==> src/rtl/layer5_serial_node.sv <==
// -----------------------------------------------------------------------------
// layer5_serial_node
//
// Time-multiplexed layer-5 neuron. One full vector of N_IN layer-4 ReLU
// outputs is captured per input handshake. A single shared 16x16 signed
// multiplier walks the vector one element per cycle, and the accumulator sums
// each product after an arithmetic right shift by FRAC. The accumulator starts
// at BIAS. The sum is then saturated to 0x7FFF and clamped at zero (ReLU) and
// offered on a valid/ready output.
//
// Parameters
//   N_IN   number of layer-4 activations (one per layer-4 node)
//   FRAC   fractional bits of activations, weights and bias (signed Q.FRAC)
//   W_VEC  packed weights, weight k at bits [16k+15:16k]
//   BIAS   16-bit signed bias
//
// Ports
//   clk        clock, all state on rising edge
//   reset      asynchronous active-low reset
//   in_valid   act_in holds a complete layer-4 vector
//   in_ready   block can accept a vector (registered)
//   act_in     N_IN x 16 signed activations, element k at bits [16k+15:16k]
//   out_valid  out_data holds a result (registered)
//   out_ready  consumer accepts out_data
//   out_data   ReLU'd, saturated neuron output
// -----------------------------------------------------------------------------
module layer5_serial_node #(
   parameter int                N_IN  = 20,
   parameter int                FRAC  = 8,
   parameter logic [N_IN*16-1:0] W_VEC = '0,
   parameter logic [15:0]       BIAS  = '0
) (
   input  logic               clk,
   input  logic               reset,
   input  logic               in_valid,
   output logic               in_ready,
   input  logic [N_IN*16-1:0] act_in,
   output logic               out_valid,
   input  logic               out_ready,
   output logic [15:0]        out_data
);

   localparam int IDX_W = $clog2(N_IN + 1);

   localparam logic [1:0] S_IDLE = 2'd0;
   localparam logic [1:0] S_MAC  = 2'd1;
   localparam logic [1:0] S_DONE = 2'd2;

   logic [1:0]         state;
   logic [IDX_W-1:0]   idx;
   logic signed [31:0] acc;
   logic signed [15:0] act_bank [N_IN];

   logic signed [15:0] act_sel;
   logic signed [15:0] w_sel;
   logic signed [31:0] prod;
   logic signed [31:0] term;

   // Clamp negatives to zero, saturate above the largest positive 16-bit value.
   function automatic logic [15:0] sat_relu(input logic signed [31:0] a);
      if (a < 0)
         return 16'h0000;
      else if (a > 32'sd32767)
         return 16'h7FFF;
      else
         return a[15:0];
   endfunction

   // ---- operand select / shared multiplier ----
   always_comb begin
      act_sel = '0;
      w_sel   = '0;
      for (int k = 0; k < N_IN; k++) begin
         if (idx == IDX_W'(k)) begin
            act_sel = act_bank[k];
            w_sel   = signed'(W_VEC[16*k +: 16]);
         end
      end
      prod = 32'(act_sel) * 32'(w_sel);
      // Arithmetic shift: each term truncates toward minus infinity.
      term = prod >>> FRAC;
   end

   // ---- control, accumulator and output registers ----
   always_ff @(posedge clk or negedge reset) begin
      if (!reset) begin
         state     <= S_IDLE;
         idx       <= '0;
         acc       <= '0;
         in_ready  <= 1'b0;
         out_valid <= 1'b0;
         out_data  <= '0;
         for (int k = 0; k < N_IN; k++)
            act_bank[k] <= '0;
      end else begin
         case (state)
            S_IDLE: begin
               if (in_valid && in_ready) begin
                  for (int k = 0; k < N_IN; k++)
                     act_bank[k] <= signed'(act_in[16*k +: 16]);
                  acc      <= {{16{BIAS[15]}}, BIAS};
                  idx      <= '0;
                  in_ready <= 1'b0;
                  state    <= S_MAC;
               end else begin
                  // Raises in_ready on the first edge after reset release.
                  in_ready <= 1'b1;
               end
            end
            S_MAC: begin
               // idx == N_IN is the extra cycle that registers the finished
               // sum, so the result appears one edge after the last product.
               if (idx == IDX_W'(N_IN)) begin
                  out_data  <= sat_relu(acc);
                  out_valid <= 1'b1;
                  state     <= S_DONE;
               end else begin
                  acc <= acc + term;
                  idx <= idx + 1'b1;
               end
            end
            S_DONE: begin
               if (out_ready) begin
                  out_valid <= 1'b0;
                  in_ready  <= 1'b1;
                  state     <= S_IDLE;
               end
            end
            default: begin
               state <= S_IDLE;
            end
         endcase
      end
   end

endmodule
==> config.mk <==
export PLATFORM = sky130hd
export DESIGN_NAME = layer5_serial_node
export DESIGN_NICKNAME = d
export VERILOG_FILES = /design/src/rtl/layer5_serial_node.sv
export SDC_FILE = /design/constraint.sdc
export NUM_CORES = 1
export LEC_CHECK = 0
export ABC_AREA = 1
export BUFFER_PORTS_ARGS = -buffer_cell sky130_fd_sc_hd__buf_2
export CORE_AREA = 2 2 132 134
export CTS_CLUSTER_SIZE = 14
export DETAILED_ROUTE_END_ITERATION = 16
export DIE_AREA = 0 0 134 136
export GPL_ROUTABILITY_DRIVEN = 0
export GPL_TIMING_DRIVEN = 0
export PLACE_DENSITY = 0.44
export SETUP_SLACK_MARGIN = 0.5
export SLEW_MARGIN = 40
export SYNTH_ARGS = -nofsm -noshare
export SYNTH_HDL_FRONTEND = slang
export SYNTH_SLANG_ARGS = --single-unit
==> constraint.sdc <==
create_clock -name clk -period 2.3 [get_ports clk]
set_input_delay 0.115 -clock clk [delete_from_list [all_inputs] [get_ports clk]]
set_output_delay 0.115 -clock clk [all_outputs]
set_load 0.01 [all_outputs]
; Word level (Yosys, flattened, before mapping)
; Cells that the tools add are included.
[classes]
n_addsub = 1
n_mul = 0
n_div = 0
order_cmp = 0
n_eq_ne = 7
shift = 0
muxes = 13
bitwise = 0
reduce_logical = 9
[op_table]
columns = operator, count
row1 = 2-to-1 mux 5 bit, 2
row2 = case mux 5 bit (2 select lines), 1
row3 = AND reduction 3 bit, 3
row4 = "!= test 2 bit, second input constant", 4
row5 = 2-to-1 mux 2 bit, 3
row6 = case mux 2 bit (3 select lines), 1
row7 = nonzero test 2 bit, 3
row8 = "adder 5 x 1 -> 5 bit, second input constant", 1
row9 = "== test 5 bit, second input constant", 1
row10 = 2-to-1 mux 1 bit, 4
row11 = case mux 1 bit (2 select lines), 2
row12 = "== test 2 x 1 -> 1 bit, second input constant", 1
row13 = "== test 2 bit, second input constant", 1
row14 = zero test 2 bit, 1
row15 = AND reduction 2 bit, 1
row16 = logical AND 1 bit, 1
[word_totals]
reg_bits = 9
latchBits = 0
ramBits = 0
rom_bits = 0
input_bits = 324
output_inout_bits = 18
wordCells = 34
memories = 0

; Depth between registers and ports, before layout
[depth]
ltp_word = 3
mapped_depth = 8
mapped_depth_nobuf = 8

; Least setup slack after synthesis
; OpenSTA, ideal clock, no wires.
[synth_timing]
path_type = reg2reg
from = register idx[0]
to = register idx[0]
setup_ns = 0.065
arrival_time_ns = 1.048
t_required_ns = 2.235
setup_slack_ns = 1.187
stages_incl_launch_ff = 8
n_path_buf = 0
period_less_slack_ns = 1.113
path_cell_list = dfrtp_1 inv_1 ha_1 nand2_1 inv_1 a21oi_2 nand2_1 nand2_1
[synth_between]
elab_chain_cells = 3
elab_cells_between_ends = 6
cone_classes = add/sub: 1 / eq/ne: 2 / mux: 2 / reduce/logical: 1
[synth_lines]
columns = item, line_no
row1 = from (decl), 50  ; logic [IDX_W-1:0] idx;
row2 = from (signal assigned), 119  ; idx <= idx + 1'b1;
row3 = adder 5 x 1 -> 5 bit or == test 5 bit (tied branches), "119, 113"
row4 = 2-to-1 mux 5 bit or != test 2 bit (tied branches), n/a
row5 = case mux 5 bit (2 select lines) or AND reduction 3 bit (tied branches), n/a
; Parallel ways exist; a longest one is shown, timed or not. The select of a mux whose other input is x is not followed.
; A chain may end at the register's enable or synchronous reset.

; Worst setup path in the final report
[layout_timing]
from = register idx[0]
to = register idx[4]
; The elaborated chain is that of the path after synthesis.

==> results.txt <==
The largest fanout on the critical path is 5. The largest area contributor in the netlist is sky130_fd_sc_hd__dfrtp_1. The overflow left after global routing is 0. The endpoint arrival time on the critical path is between 1000 and 1500 ps.

The die boundary height came out at roughly 140 um. The row count is 48. The combined global-route utilization of all metal layers is 1.456%. The number of buffers created by CTS is 3. The gate count after technology mapping came out at between 70 and 80. The fraction of registers with async set or reset after synthesis is between 90% and 100%. The area of the die is between 15000 and 20000 sq um. The clock tree root buffer cell is sky130_fd_sc_hd__clkbuf_16. At the worst endpoint, the required time is around 2500 ps. In this run the power density over the cells is 874.3 nW/um^2. In this design, the stage delay of the slowest critical-path cell is ~400 ps. The signed area change from the synthesized netlist to the final layout came out at 73.22%. No sink is reached through more buffers than the 2 on the longest clock path.

Measured along the x axis, the die boundary spans around 130 um. The combined buffer and inverter count along the critical path came out at 2. After clock tree synthesis, the clock-pin slew on the worst setup and hold paths is roughly 40 ps. The area fraction in and, or, nand and nor cells after synthesis is about 27%. The synthesized design contains 0 enable-type register cells.

The pin count of the biggest net entering global routing is 10. For this run, design rule violations remaining after detail routing come to 0. The fraction of the mapped netlist area in compound gates came out at under 10%. STA classifies the critical path endpoint as a flop.

Among the stages of the critical path, the cell type that occurs most often is sky130_fd_sc_hd__nand2_1. The number of failing hold endpoints at the final stage is 0. The tree built by TritonCTS fans out to 9 sinks. The count of routing violations after the opening detailed-route iteration is 27. The synthesized design devotes to its leading area cell type ~37% of total area.

The number of antenna repair diodes is 0. In the final layout, the share of cells above drive strength 1 is between 30% and 40%. The number of pins with negative max-slew slack in the final report is 0. The via count of the first global-routing pass came out at ~400. The xor/xnor share of the synthesized area came out at approximately 1.4%. The number of levels the H-tree was split into is 1. The critical path starts at idx[0]. Summing the areas of all fa, ha and maj instances in the mapped netlist gives roughly 4% of the synthesized area. The core region is between 15000 and 20000 sq um. In this run the critical register-to-register path is launched from idx[0]. The most frequently used cell type in the post-synthesis netlist is sky130_fd_sc_hd__nand2_1. about 340 I/O pins were placed. Setup repair after global routing left no endpoint under its margin.

On the final layout, the worst hold slack is 83.67 ps. The number of unique standard cell types used by synthesis came out at 17. Dividing the final minimum period by the clock period gives 54.99%. The average instance area after synthesis is 7.908 sq um. The initial utilization of the core area, before any placement, comes to under 10%.

Ranked by total cell area, the synthesized netlist is headed by sky130_fd_sc_hd__dfrtp_1 (37%), sky130_fd_sc_hd__buf_4 (21%), sky130_fd_sc_hd__nand2_1 (12%), sky130_fd_sc_hd__nand3_1 (7.3%), sky130_fd_sc_hd__ha_1 (4.1%). STA classifies the critical path startpoint as a flop. Among all flip-flop cells after synthesis, the most frequent one is sky130_fd_sc_hd__dfrtp_1. The number of setup buffers added after CTS came out at 0. Post-CTS repair changed the size of 0 cells.

The maximum vdd ir drop came out at between 0.0002 and 0.00025 V. Once detailed placement completed, the half-perimeter wirelength came to 938.9 um. The flow ran to the end, and the final reports show no timing, DRC or antenna violations. The slowest stage of the critical path is the sky130_fd_sc_hd__dfrtp_1 cell. The setup path with the least slack is of type reg -> reg.

The count of input and output buffers is 5. TritonCTS built the clock tree. For this block, the routed nets add up to approximately 1200 um of wire.

In this run the static leakage power is roughly 0.47 nW. The residual antenna-violating net count after detailed routing came out at 0. The final-stage net count came out at 430. The total number of vias came out at 490. Subtracting the final worst setup slack from the clock period gives 1265 ps. The pre-antenna-repair detailed-routing pass consisted of 4 iterations.

The number of flip-flops and latches in the synthesized netlist came out at 9. The final total negative setup slack is 0 ps. The cell family contributing the most delay on the critical path is flip-flops. The number of violations of the max-capacitance limit came out at 0.

The number of hold buffers added after cts is 1. The netlist area before placement came out at 616.8 sq um. The path class of the tightest hold or removal check is in -> reg. The achievable clock frequency is about 790 MHz. The multiplexer area fraction after synthesis is 0%. The wire length of the first global-routing pass is 1787 um. The layout filler cell count came out at around 2000. The average detailed-routed wire length per instance is roughly 3.6 um.

The count of endpoints failing setup in the final report is 0. The proportion of synthesized chip area in sequential cells is a little over a third. After synthesis, the most frequently instantiated cells are sky130_fd_sc_hd__nand2_1 (19), sky130_fd_sc_hd__buf_4 (17), sky130_fd_sc_hd__dfrtp_1 (9), sky130_fd_sc_hd__nand3_1 (9), sky130_fd_sc_hd__inv_1 (6). At the later pin of the worst-skew pair, clock insertion delay measures around 240 ps. By area, the combinational part of the netlist is dominated by simple AND/OR/NAND/NOR gates.

The worst clock skew is around 5 ps. The initial antenna violation count came out at 0. The worst hold path begins at out_ready. The via density per instance is roughly 1.5. The critical path goes through inv_1 > ha_1 > nand2_1 > inv_1 > a21oi_2 > nand2_1 > nand2_1. For this run, the number of Yosys warnings is 0.
-- registers in the layout, summed over array words and instances, names as in the netlist --
register   flops
in_ready       1
idx            5
out_valid      1
state          2
-- where the power goes --
part | switching (W) | internal (W) | leakage (nW)
clock | 0.0000763 | 0.000232 | 0.0382
combinational | 0.000199 | 0.000144 | 0.323
sequential | 0.0000594 | 0.000224 | 0.106
-- layer usage --
metal	up-vias	track usage (%)	share of wire, %
met3	5	1.230	13
li1	263	-	-
met4	0	1.773	5.2
met2	24	1.709	39
met5	-	0	0
met1	198	1.390	42
-- worst register-to-register path, cell delays in order, from the launching register on --
cell and delay, ps:
sky130_fd_sc_hd__dfrtp_1 400, sky130_fd_sc_hd__inv_1 80, sky130_fd_sc_hd__ha_1 200, sky130_fd_sc_hd__nand2_1 60, sky130_fd_sc_hd__inv_1 70, sky130_fd_sc_hd__a21oi_2 250, sky130_fd_sc_hd__nand2_1 80, sky130_fd_sc_hd__nand2_1 70
-- final cells by class --
cell class | instances | area (sq um) | share of cell area (%)
multi-input cells | 58 | 284.0 | 26.58
well taps | 225 | 281.5 | 26.35
flip-flops and latches | 9 | 225.2 | 21.08
plain buffers | 17 | 127.6 | 11.94
clock buffers | 4 | 78.83 | 7.377
inverters | 9 | 36.28 | 3.396
repair buffers | 6 | 35.03 | 3.279
-- metrics by stage --
stage	utilization, %	worst slack, ps	instances	cell area, sq um	total power [W]
detailed placement	5.805	1035	323	979.7	0.0006295
global placement	5.805	1024	323	979.7	0.0006278
CTS	6.332	1017	328	1069	0.0009468
floorplan	-	1187	93	673.1	0.0005545
global route	6.332	932.2	328	1069	0.001006
finish	6.332	1035	328	1069	0.0009342
-- path summary, 6_finish.rpt --
path,to,slack [ps],depth (start not counted)
max,idx[4],1040,7
max in group asynchronous,out_valid,1820,2
min reg2reg,out_valid,470,2
min in group asynchronous,idx[0],280,2
max reg2reg,idx[4],1040,7
min,state[1],80,2
-- kinds of logic after synthesis --
family / Yosys count
buffers and inverters: 26
adder cells (fa/ha/maj): 2
AO/OA/AOI/OAI: 3
AND/OR/NAND/NOR: 36
other: 1
XOR/XNOR: 1
flip-flops: 9
-- cells in the final DEF, fill, tap and decap left out, drive strengths merged --
master and instances:
a21oi 1, nor2 3, nand4 3, clkbuf 4
nand2 21, dlygate4sd3 1, dfrtp 9, ha 2
o31ai 1, nand3 9, xor2 1, conb 16
buf 22, inv 9, o21a 1
Note: power is estimated with default switching activity, not from simulation.
